`src/rtl/hazard_ctrl.sv`:
```
// Load-use stall / taken-branch flush controller that owns the ID/EX control pipeline register.
// Optional performance counters are enabled with `define HAZARD_PERF_CNT_EN.
module hazard_ctrl #(
    parameter int unsigned REG_W = 5,
    parameter int unsigned CNT_W = 16
) (
    input  logic             clk,
    input  logic             rst,
    input  logic             id_valid,
    input  logic [1:0]       id_wb,
    input  logic [2:0]       id_m,
    input  logic [3:0]       id_ex,
    input  logic [REG_W-1:0] id_rs,
    input  logic [REG_W-1:0] id_rt,
    input  logic [REG_W-1:0] id_rd,
    input  logic             mem_branch_taken,
    output logic             pc_we,
    output logic             ifid_we,
    output logic             ifid_flush,
    output logic             exmem_flush,
    output logic [1:0]       idex_wb,
    output logic [2:0]       idex_m,
    output logic [3:0]       idex_ex,
    output logic [REG_W-1:0] idex_rs,
    output logic [REG_W-1:0] idex_rt,
    output logic [REG_W-1:0] idex_dst,
    output logic [1:0]       state,
    output logic [CNT_W-1:0] stall_cnt,
    output logic [CNT_W-1:0] flush_cnt
);

    typedef enum logic [1:0] {
        RUN   = 2'b00,
        STALL = 2'b01,
        FLUSH = 2'b10
    } state_e;

    state_e           state_q, state_d;
    logic [1:0]       wb_q, wb_d;
    logic [2:0]       m_q, m_d;
    logic [3:0]       ex_q, ex_d;
    logic [REG_W-1:0] rs_q, rs_d;
    logic [REG_W-1:0] rt_q, rt_d;
    logic [REG_W-1:0] dst_q, dst_d;
    logic             uses_rt;
    logic             lu;

    // A load in EX whose destination feeds the ID instruction; r0 is never a real producer.
    always_comb begin
        uses_rt = id_ex[0] | id_m[2] | id_m[0];
        lu      = id_valid & m_q[1] & (dst_q != '0) &
                  ((dst_q == id_rs) | (uses_rt & (dst_q == id_rt)));
    end

    always_comb begin
        state_d = RUN;
        if (mem_branch_taken) begin
            state_d = FLUSH;
        end else if (lu) begin
            state_d = STALL;
        end
    end

    always_comb begin
        pc_we       = 1'b1;
        ifid_we     = 1'b1;
        ifid_flush  = 1'b0;
        exmem_flush = 1'b0;
        if (mem_branch_taken) begin
            ifid_flush  = 1'b1;
            exmem_flush = 1'b1;
        end else if (lu) begin
            pc_we   = 1'b0;
            ifid_we = 1'b0;
        end
    end

    always_comb begin
        wb_d  = '0;
        m_d   = '0;
        ex_d  = '0;
        rs_d  = '0;
        rt_d  = '0;
        dst_d = '0;
        if (!mem_branch_taken && !lu && id_valid) begin
            wb_d  = id_wb;
            m_d   = id_m;
            ex_d  = id_ex;
            rs_d  = id_rs;
            rt_d  = id_rt;
            dst_d = id_ex[0] ? id_rd : id_rt;
        end
    end

    always_ff @(posedge clk) begin
        if (rst) begin
            state_q <= RUN;
            wb_q    <= '0;
            m_q     <= '0;
            ex_q    <= '0;
            rs_q    <= '0;
            rt_q    <= '0;
            dst_q   <= '0;
        end else begin
            state_q <= state_d;
            wb_q    <= wb_d;
            m_q     <= m_d;
            ex_q    <= ex_d;
            rs_q    <= rs_d;
            rt_q    <= rt_d;
            dst_q   <= dst_d;
        end
    end

    assign state    = state_q;
    assign idex_wb  = wb_q;
    assign idex_m   = m_q;
    assign idex_ex  = ex_q;
    assign idex_rs  = rs_q;
    assign idex_rt  = rt_q;
    assign idex_dst = dst_q;

`ifdef HAZARD_PERF_CNT_EN
    logic [CNT_W-1:0] stall_cnt_q;
    logic [CNT_W-1:0] flush_cnt_q;

    // Saturating: an all-ones count holds rather than wrapping.
    always_ff @(posedge clk) begin
        if (rst) begin
            stall_cnt_q <= '0;
            flush_cnt_q <= '0;
        end else begin
            if (mem_branch_taken && (flush_cnt_q != '1)) begin
                flush_cnt_q <= flush_cnt_q + CNT_W'(1);
            end
            if (lu && !mem_branch_taken && (stall_cnt_q != '1)) begin
                stall_cnt_q <= stall_cnt_q + CNT_W'(1);
            end
        end
    end

    assign stall_cnt = stall_cnt_q;
    assign flush_cnt = flush_cnt_q;
`else
    assign stall_cnt = '0;
    assign flush_cnt = '0;
`endif

endmodule
```
`config.mk`:
```
export PLATFORM = sky130hd
export DESIGN_NAME = hazard_ctrl
export DESIGN_NICKNAME = d
export VERILOG_FILES = /design/src/rtl/hazard_ctrl.sv
export SDC_FILE = /design/constraint.sdc
export NUM_CORES = 1
export LEC_CHECK = 0
export ABC_AREA = 1
export BUFFER_PORTS_ARGS = -buffer_cell sky130_fd_sc_hd__buf_4
export CELL_PAD_IN_SITES_DETAIL_PLACEMENT = 2
export CELL_PAD_IN_SITES_GLOBAL_PLACEMENT = 2
export CORE_MARGIN = 4
export CORE_UTILIZATION = 21
export DETAILED_ROUTE_END_ITERATION = 6
export PLACE_DENSITY_LB_ADDON = 0.1
export SLEW_MARGIN = 5
export SYNTH_ARGS = -nofsm -noshare
export SYNTH_HDL_FRONTEND = slang
export SYNTH_SLANG_ARGS = --single-unit
```
`constraint.sdc`:
```
create_clock -name clk -period 1.9 [get_ports clk]
set_input_delay 0.095 -clock clk [delete_from_list [all_inputs] [get_ports clk]]
set_output_delay 0.095 -clock clk [all_outputs]
set_load 0.05 [all_outputs]
```
==> qor.yml, run 1 <==
yosys:
  yosys.area_share.simple: 0.2436
  yosysWarnings: 0
  yosys.area_share.xor_xnor: 0.006931
  synth.area.top_cells: "dfxtp_1 41%, buf_4 21%, nor2_1 10%"
  post-synth-top-area-fraction: 0.4119
  ys_seq_area_frac: 0.4119
  synth_top_cell_by_area: "dfxtp_1"
  synthCells: 173
  ys.flop_type: "dfxtp_1"
  avgSynthCellArea_um2: 7.305
  synth_top_family_by_area: "buffers and inverters"
  ys_types: 16
  muxShareOfSynthArea: 0
  synth-edff-count: 0
  syn-cell-area_mm2: 0.001264
  synth-async-reset-ratio: 0
  yosys_register_bits: 26
  post_synth_fa_ha_maj_area_fraction: 0
  synth-compound-area-share: 0.01980
routing:
  drt_pass1_iterations: 4
  vias: 1102
  drt_iter0_drc: 24
  vias_per_cell: 3.686
  wl_mm: 3.585
  route.detailed.drc: 0
  wl_per_cell_um: 11.99
  ant_nets: 0
placed_design:
  gp_congestion: 0.6763
  dpl_cell_area_mm2: 0.001607
  port_buffers: 57
  place_ws_ns: 0.3926
  dp_hpwl_mm: 2.997
power_and_ir_drop:
  power_mw: 1.219
  p_leak_nw: 0.9364
  ir_drop_mv: 0.2746
  powerDensity_mw_per_mm2: 735.6
timing:
  setup_ws_ns: 0.2902
  skew_ns: 0.004544
  slew_viol_final: 0
  fin_tns_setup_ns: 0
  period_needed_ns: 1.610
  timing.final.crit_share: 0.8473
  finalHoldViolations: 0
  rsz0062_at_grt: "false"
  clock.fmax_mhz: 621.2
  setup_violations: 0
floorplanning:
  die_area_mm2: 0.007323
  row_count: 27
  die_h_um: 85.58
  coreArea_mm2: 0.005675
  dieWidth_um: 85.58
  start_util: 0.2227
  design.portCount: 90
worst_setup_path:
  cpPeakStageDelay_ns: 0.39
  r2r_start: "idex_dst[1]$_SDFF_PP0_"
  path_cells: "inv_1, nand2_1, nand2_1, nor2_1, nand3_1, nand2_1, nand3_2, buf_4"
  r2r_cells: 9
  critPathKind: "reg -> out"
  slowest_stage: "dfxtp_1"
  crit_fanout: 4
  cp.required_ns: 1.80
  startpoint: "idex_dst[1]$_SDFF_PP0_"
  crit_path_start_kind: "flip-flop"
  endpoint_kind: "primary output"
  cpMostUsedCell: "nand2_1"
  crit_arrival_ns: 1.51
  reg2reg_slack_ns: 0.41
clock_tree:
  cts_tree: "built"
  clock_insertion_delay_worst_skew_ns: 0.27
  clockBufferDepth: 2
  cts_buffers: 3
  cts_resized: 0
  h-tree-depth: 1
  cts_root_buf: "clkbuf_8"
  post-cts-setup-buffers: 0
  hold_buffers: 1
  clkTransAtPathRegs_ns: 0.09
  cts.sinks: 26
hold_path:
  min_path_type: "in -> reg"
  holdPathStages: 3
  holdCritStartpoint: "id_ex[1]"
global_routing:
  overflow: 0
  grt_max_degree: 25
  track_usage: 0.09855
  grt_pass1_vias: 1198
  antenna_found_initial: 0
  grt_pass1_wl_mm: 5.706
finish:
  fin_util: 0.2921
  antenna_cells: 0
  fin_area_mm2: 0.001658
  nFillCells: 712
  layout_commonest_cell: "buf_4"
  drive_gt1_frac: 0.2907
  area_growth_pct: 31.19
  most-common-layout-cells: "57 x buf_4, 35 x nor2_1, 32 x conb_1"
  nets: 257
run:
  maxCapViolCount: 0
run_status:
  status: "finished, final reports clean"
-- synth_stat cells, types with 2 or more instances --
cell	count
dfxtp_1	26
nand3_1	5
a21oi_1	5
inv_1	27
buf_8	2
nand2_1	28
nor2_1	35
nor2_2	2
buf_4	35
nor3_1	2
-- routing by layer --
| metal | track usage | routed length, µm | vias up |
|---|---|---|---|
| met4 | 0.04748 | 63 | 0 |
| li1 | - | - | 541 |
| met1 | 0.1111 | 1405 | 505 |
| met5 | 0 | 0 | - |
| met2 | 0.1808 | 1890 | 51 |
| met3 | 0.01345 | 225 | 5 |
-- through the flow --
stage | hold WS (ns) | cells
finish | 0.03835 | 299
global route | 0.04682 | 299
CTS | 0.03432 | 299
detailed placement | 0.2726 | 295
global placement | 0.2643 | 295
floorplan | 0.1674 | 204
-- state kept, by name, indices dropped and copies added (netlist names) --
register	flops
idex_ex	4
idex_rt	5
idex_dst	5
idex_wb	2
state	2
idex_m	3
idex_rs	5
-- report_power, final --
group	leakage [nW]	internal, mW	switching, mW
clock network	0.0216	0.142	0.166
logic	0.703	0.0798	0.265
registers	0.212	0.559	0.00723
total	0.936	0.781	0.438
-- critical path: cells and delay by family, from the launching register on --
family        cells  cell delay [ns]
buf+inv           2             0.31
flops             1             0.39
simple gates      6             0.55
-- worst paths after layout --
check / end
worst min register to register: state[0]$_SDFF_PP0_
worst min-delay path: idex_ex[1]$_SDFF_PP0_
worst max register to register: idex_dst[2]$_SDFF_PP0_
worst max-delay path: ifid_we
-- cell type report --
class / instances / area [µm²] / share of cell area
inverters: 27 / 101.3 / 0.06113
multi-input cells: 113 / 466.7 / 0.2815
clock buffers: 3 / 41.29 / 0.02491
well taps: 72 / 90.09 / 0.05434
flip-flops and latches: 26 / 520.5 / 0.3140
repair buffers: 58 / 437.9 / 0.2642
-- cell families (layout without fill, tap and decap cells) --
kind of cell,count (synthesis),after routing
AO/OA/AOI/OAI,5,5
XOR/XNOR,1,1
buffers and inverters,65,88
flip-flops,26,26
other,1,32
AND/OR/NAND/NOR,75,75
Power figures use the tool's default switching activity.
==> inputs of run 2 (changes only) <==
--- a/config.mk
+++ b/config.mk
@@ -10,7 +10,7 @@
 export CELL_PAD_IN_SITES_DETAIL_PLACEMENT = 2
 export CELL_PAD_IN_SITES_GLOBAL_PLACEMENT = 2
 export CORE_MARGIN = 4
-export CORE_UTILIZATION = 21
+export CORE_UTILIZATION = 19
 export DETAILED_ROUTE_END_ITERATION = 6
 export PLACE_DENSITY_LB_ADDON = 0.1
 export SLEW_MARGIN = 5
==> constraint.sdc (replaced) <==
create_clock -name clk -period 1.5 [get_ports clk]
set_input_delay 0.075 -clock clk [delete_from_list [all_inputs] [get_ports clk]]
set_output_delay 0.075 -clock clk [all_outputs]
set_load 0.05 [all_outputs]
==> qor.yml, run 2 (synthesized netlist as in run 1, its figures left out) <==
routing:
  drt_pass1_iterations: 2  # -2
  ant_nets: 0  # unchanged
  drt_iter0_drc: 8  # -67%
  wl_per_cell_um: 11.99  # about the same
  wl_mm: 3.729  # +4.0%
  vias_per_cell: 3.527  # -4.3%
  vias: 1097  # -0.45%
  route.detailed.drc: 0  # unchanged
timing:
  finalHoldViolations: 0  # unchanged
  timing.final.crit_share: 1.065
  clock.fmax_mhz: 625.7
  setup_ws_ns: -0.09823  # -0.3884 ns
  period_needed_ns: 1.598
  rsz0062_at_grt: "true"
  setup_violations: 20  # +20
  slew_viol_final: 0  # unchanged
  skew_ns: 0.009112  # +0.004569 ns
hold_path:
  holdPathStages: 3  # unchanged
  holdPathEnd: "idex_wb[1]$_SDFF_PP0_"
  min_path_type: "in -> reg"
  holdCritStartpoint: "id_wb[1]"
global_routing:
  grt_pass1_wl_mm: 5.561  # -2.5%
  overflow: 0  # unchanged
  grt_pass1_vias: 1204  # +0.50%
  grt_max_degree: 25  # unchanged
  antenna_found_initial: 0  # unchanged
  track_usage: 0.08923  # -0.009318
placed_design:
  dpl_cell_area_mm2: 0.001634  # +1.7%
  place_ws_ns: 0.09605  # -0.2965 ns
  dp_hpwl_mm: 2.823  # -5.8%
  gp_congestion: 0.6607  # -2.3%
  port_buffers: 57  # unchanged
worst_setup_path:
  endpoint_kind: "primary output"
  reg2reg_slack_ns: -0.04  # -0.45 ns
  crit_path_start_kind: "flip-flop"
  r2r-end: "idex_dst[0]$_SDFF_PP0_"
  critPathKind: "reg -> out"
  crit_fanout: 3  # -1
  cp.required_ns: 1.42  # -0.38 ns
  crit_arrival_ns: 1.52  # about the same
  r2r_cells: 10  # +1
  r2r_start: "idex_dst[0]$_SDFF_PP0_"
floorplanning:
  design.portCount: 90  # unchanged
  die_h_um: 89.56  # +4.7%
  start_util: 0.1979  # -0.02478
  coreArea_mm2: 0.006386  # +13%
  die_area_mm2: 0.008020  # +9.5%
  dieWidth_um: 89.56  # +4.7%
  row_count: 29  # +7.4%
finish:
  nFillCells: 798  # +12%
  antenna_cells: 0  # unchanged
  most-common-layout-cells: "58 x buf_4, 33 x nor2_1, 32 x conb_1"
  drive_gt1_frac: 0.3590  # +0.06823
  area_growth_pct: 42.48
  layout_commonest_cell: "buf_4"
  nets: 263  # +2.3%
  fin_area_mm2: 0.001800  # +8.6%
run:
  maxCapViolCount: 0  # unchanged
run_status:
  status: "finished with violations"
  violations: "negative setup slack"
clock_tree:
  cts_root_buf: "clkbuf_8"
  clockBufferDepth: 2  # unchanged
  cts.sinks: 26  # unchanged
  clock_insertion_delay_worst_skew_ns: 0.27  # about the same
  cts_buffers: 3  # unchanged
  clkTransAtPathRegs_ns: 0.10  # about the same
  cts_tree: "built"
  h-tree-depth: 1  # unchanged
power_and_ir_drop:
  p_leak_nw: 0.9856  # +5.3%
  ir_drop_mv: 0.3066  # +12%
  powerDensity_mw_per_mm2: 909.8  # +24%
-- run 2: cell count changes in the layout (fill, tap and decap cells not counted), sizes merged --
cell / change
clkbuf: +1
nand2: +2
buf: +4
-- run 2: timing repair --
action                                  in CTS  in global routing
hold buffers                                 1                  0
endpoints found under the setup margin       2                 26
setup buffers                                2                  1
gates resized for setup                     11                  6
gates cloned                                 0                  2
hold endpoints to repair                     1                  0
pin swaps                                    5                  7
-- run 2: worst max-delay path, cell delays in order (launching register included) --
cell	delay, ns
dfxtp_2	0.34
buf_4	0.13
nand2_1	0.06
nand2_1	0.05
nor2_1	0.11
nand3_1	0.10
nand2_1	0.12
buf_6	0.12
nand3_4	0.07
buf_8	0.16
-- run 2: stage by stage --
step                      hold WS, ns  utilization  instances  setup TNS, ns  power [mW]
after floorplan                0.1474            -        204              0       1.128
after global routing         0.004770       0.2819        311         -3.706       1.729
after detailed placement       0.2510       0.2559        301              0       1.172
after global placement         0.2499       0.2559        301              0       1.173
final                         0.01245       0.2819        311        -0.6132       1.638
after CTS                    0.003216       0.2729        308        -0.1024       1.655
-- run 2: routing by layer --
metal	global-route usage	wire (µm)	vias up
li1	-	-	560
met1	0.1160	1630	489
met2	0.1449	1781	46
met3	0.02120	276	2
met4	0.02842	40	0
met5	0	0	-
-- run 2: layout make-up --
class | instances | area [µm²] | share of cell area
clock buffer | 4 | 55.05 | 0.03058
inverter | 27 | 101.3 | 0.05629
multi-input combinational | 115 | 526.8 | 0.2926
sequential | 26 | 534.3 | 0.2967
tap | 77 | 96.34 | 0.05351
timing repair buffer | 62 | 486.7 | 0.2703
-- run 2: how the worst max path moves through the flow --
stage	cells after the start	endpoint	slack, ns	from
final	9	pc_we	-0.1	idex_dst[0]$_SDFF_PP0_
after global routing	9	ifid_we	-0.20	idex_dst[0]$_SDFF_PP0_
after CTS	9	pc_we	-0.05	idex_dst[1]$_SDFF_PP0_
after detailed placement	9	idex_ex[3]$_SDFF_PP0_	0.1	idex_dst[4]$_SDFF_PP0_
after global placement	9	idex_dst[1]$_SDFF_PP0_	0.1	idex_dst[4]$_SDFF_PP0_
after floorplan	8	pc_we	0.01	idex_dst[1]$_SDFF_PP0_
-- run 2: power breakdown --
group	internal (mW)	switching [mW]	total (mW)
sequential	0.705	0.00912	0.714
combinational	0.111	0.343	0.454
clock	0.235	0.235	0.470
total	1.05	0.587	1.64
==> inputs of run 3 (changes only) <==
==> constraint.sdc (replaced) <==
create_clock -name clk -period 1.5 [get_ports clk]
set_input_delay 0.075 -clock clk [delete_from_list [all_inputs] [get_ports clk]]
set_output_delay 0.075 -clock clk [all_outputs]
set_load 0.1 [all_outputs]
==> qor.yml, run 3 (synthesized netlist as in run 1, its figures left out) <==
run_status:
  status: "finished with violations"
  violations: "negative setup slack"
routing:
  drt_pass1_iterations: 2  # unchanged
  route.detailed.drc: 0  # unchanged
  met3_length_um: 283  # +2.5%
  wl_per_cell_um: 11.45  # -4.5%
  wl_mm: 3.514  # -5.8%
  highest_layer: "met4"
  vias_per_cell: 3.596  # +1.9%
  drt_iter0_drc: 13  # +5
  met1Wirelength_mm: 1.543  # -5.3%
  vias: 1104  # +0.64%
  wl_met2_mm: 1.647  # -7.5%
  ant_nets: 0  # unchanged
worst_setup_path:
  cpMostUsedCell: "nand2_1"
  slowest_stage: "dfxtp_4"
  crit_path_start_kind: "flip-flop"
  crit_fanout: 4  # +1
  endpoint_kind: "primary output"
  crit_arrival_ns: 1.43  # -0.09 ns
  critPathKind: "reg -> out"
  path_delay_family: "simple AND/OR/NAND/NOR gates"
  crit_buf_inv: 2  # -1
  path_cells: "inv_4, nand2_1, nand2_1, nor2_1, nand3_1, nand2_2, nand3_4, buf_12"
  cp.required_ns: 1.42  # about the same
  cpPeakStageDelay_ns: 0.39  # +0.05 ns
power_and_ir_drop:
  ir_drop_mv: 0.3058  # -0.28%
  p_int_mw: 1.043  # -0.77%
  clkPwrFrac: 0.248  # -0.039
  pwr-share-seq: 0.381  # -0.055
  netSwitchingPower_uw: 830.1  # +41%
  p_leak_nw: 0.9749  # -1.1%
  pwr-share-comb: 0.372  # +0.095
  powerDensity_mw_per_mm2: 1057  # +16%
  power.share.switching: 0.4432  # +0.08475
floorplanning:
  dieWidth_um: 89.56  # unchanged
  design.portCount: 90  # unchanged
  coreArea_mm2: 0.006386  # unchanged
  die_h_um: 89.56  # unchanged
  row_count: 29  # unchanged
  start_util: 0.1979  # unchanged
  die_area_mm2: 0.008020  # unchanged
timing:
  setup_ws_ns: -0.006440  # +0.09178 ns
  timing.final.crit_share: 1.004  # -0.06119
  fin_tns_setup_ns: -0.01281  # +0.6004 ns
  period_needed_ns: 1.506  # -0.09178 ns
  rsz0062_at_grt: "true"
  finalHoldViolations: 0  # unchanged
  skew_ns: 0.003462  # -0.005651 ns
  slew_viol_final: 0  # unchanged
  clock.fmax_mhz: 663.8  # +6.1%
  holdWs_ns: 0.01612  # +0.003661 ns
  setup_violations: 2  # -90%
clock_tree:
  cts_tree: "built"
  cts_buffers: 3  # unchanged
  clkTransAtPathRegs_ns: 0.10  # about the same
  h-tree-depth: 1  # unchanged
  cts.sinks: 26  # unchanged
  cts_root_buf: "clkbuf_8"
  clock_insertion_delay_worst_skew_ns: 0.27  # about the same
  clockBufferDepth: 2  # unchanged
finish:
  area_growth_pct: 40.20
  layout_commonest_cell: "buf_4"
  nets: 259  # -1.5%
  nFillCells: 782  # -2.0%
  antenna_cells: 0  # unchanged
  most-common-layout-cells: "57 x buf_4, 34 x nor2_1, 32 x conb_1"
  drive_gt1_frac: 0.3696  # +0.01059
placed_design:
  gp_congestion: 0.6202  # -6.1%
  port_buffers: 57  # unchanged
  dp_hpwl_mm: 2.825  # about the same
hold_path:
  min_path_type: "in -> reg"
global_routing:
  grt_pass1_vias: 1154  # -4.2%
  antenna_found_initial: 0  # unchanged
  track_usage: 0.08901  # -0.0002222
  grt_pass1_wl_mm: 5.526  # -0.63%
  overflow: 0  # unchanged
  grt_max_degree: 25  # unchanged
run:
  maxCapViolCount: 0  # unchanged
==> run 3: cell count changes in the layout (fill, tap and decap cells not counted), sizes merged <==
cell   before  now
nand2      32   30
buf        61   59
==> run 3: repair_timing <==
| action | 4_1_cts | 5_1_grt |
|---|---|---|
| pin swaps | 0 | 7 |
| gates resized for setup | 2 | 10 |
| endpoints found under the hold margin | 1 | 0 |
| setup endpoints to repair | 2 | 25 |
| buffers inserted | 0 | 2 |
| hold buffers | 1 | 0 |
==> run 3: power by group through the flow <==
| stage | combinational [mW] | sequential (mW) | clock [mW] |
|---|---|---|---|
| after floorplan | 0.513 | 0.863 | 0 |
| after global placement | 0.691 | 0.729 | 0 |
| after detailed placement | 0.690 | 0.729 | 0 |
| after CTS | 0.693 | 0.714 | 0.495 |
| after global routing | 0.732 | 0.716 | 0.522 |
| final | 0.696 | 0.713 | 0.464 |
==> run 3: path summary, 6_finish.rpt <==
| kind | start | endpoint | slack (ns) | cells after the start |
|---|---|---|---|---|
| max | idex_dst[1]$_SDFF_PP0_ | ifid_we | -0.006 | 8 |
| min | id_m[1] | idex_m[1]$_SDFF_PP0_ | 0.02 | 3 |
| max reg2reg | idex_dst[1]$_SDFF_PP0_ | idex_rs[2]$_SDFF_PP0_ | 0.18 | 9 |
| min reg2reg | idex_m[1]$_SDFF_PP0_ | state[0]$_SDFF_PP0_ | 0.70 | 4 |
==> run 3: worst min-delay path, delay by kind of cell <==
kind / cells / cell delay [ns]
buffers and inverters: 2 / 0.15
and+or+nand+nor: 1 / 0.03
==> run 3: through the flow <==
step / cells / power (mW) / utilization / worst slack, ns / instance area (µm²)
floorplan: 204 / 1.376 / - / -0.1295 / 1428
global placement: 300 / 1.419 / 0.2572 / 0.1024 / 1643
detailed placement: 300 / 1.420 / 0.2572 / 0.09796 / 1643
CTS: 305 / 1.902 / 0.2686 / -0.02531 / 1715
global route: 307 / 1.970 / 0.2774 / -0.1007 / 1772
finish: 307 / 1.873 / 0.2774 / -0.006440 / 1772
==> run 3: layout make-up <==
cell class	count	area, µm²	share of cell area
Sequential cell	26	540.5	0.3051
Inverter	27	103.9	0.05862
Multi-Input combinational cell	113	498.0	0.2811
Tap cell	77	96.34	0.05438
Clock buffer	4	55.05	0.03107
Timing Repair Buffer	60	478.0	0.2698
==> run 3: routing by layer <==
layer | vias up | global-route usage
met4 | 0 | 0.02842
met3 | 2 | 0.02028
met2 | 47 | 0.1430
met1 | 503 | 0.1175
met5 | - | 0
li1 | 552 | -
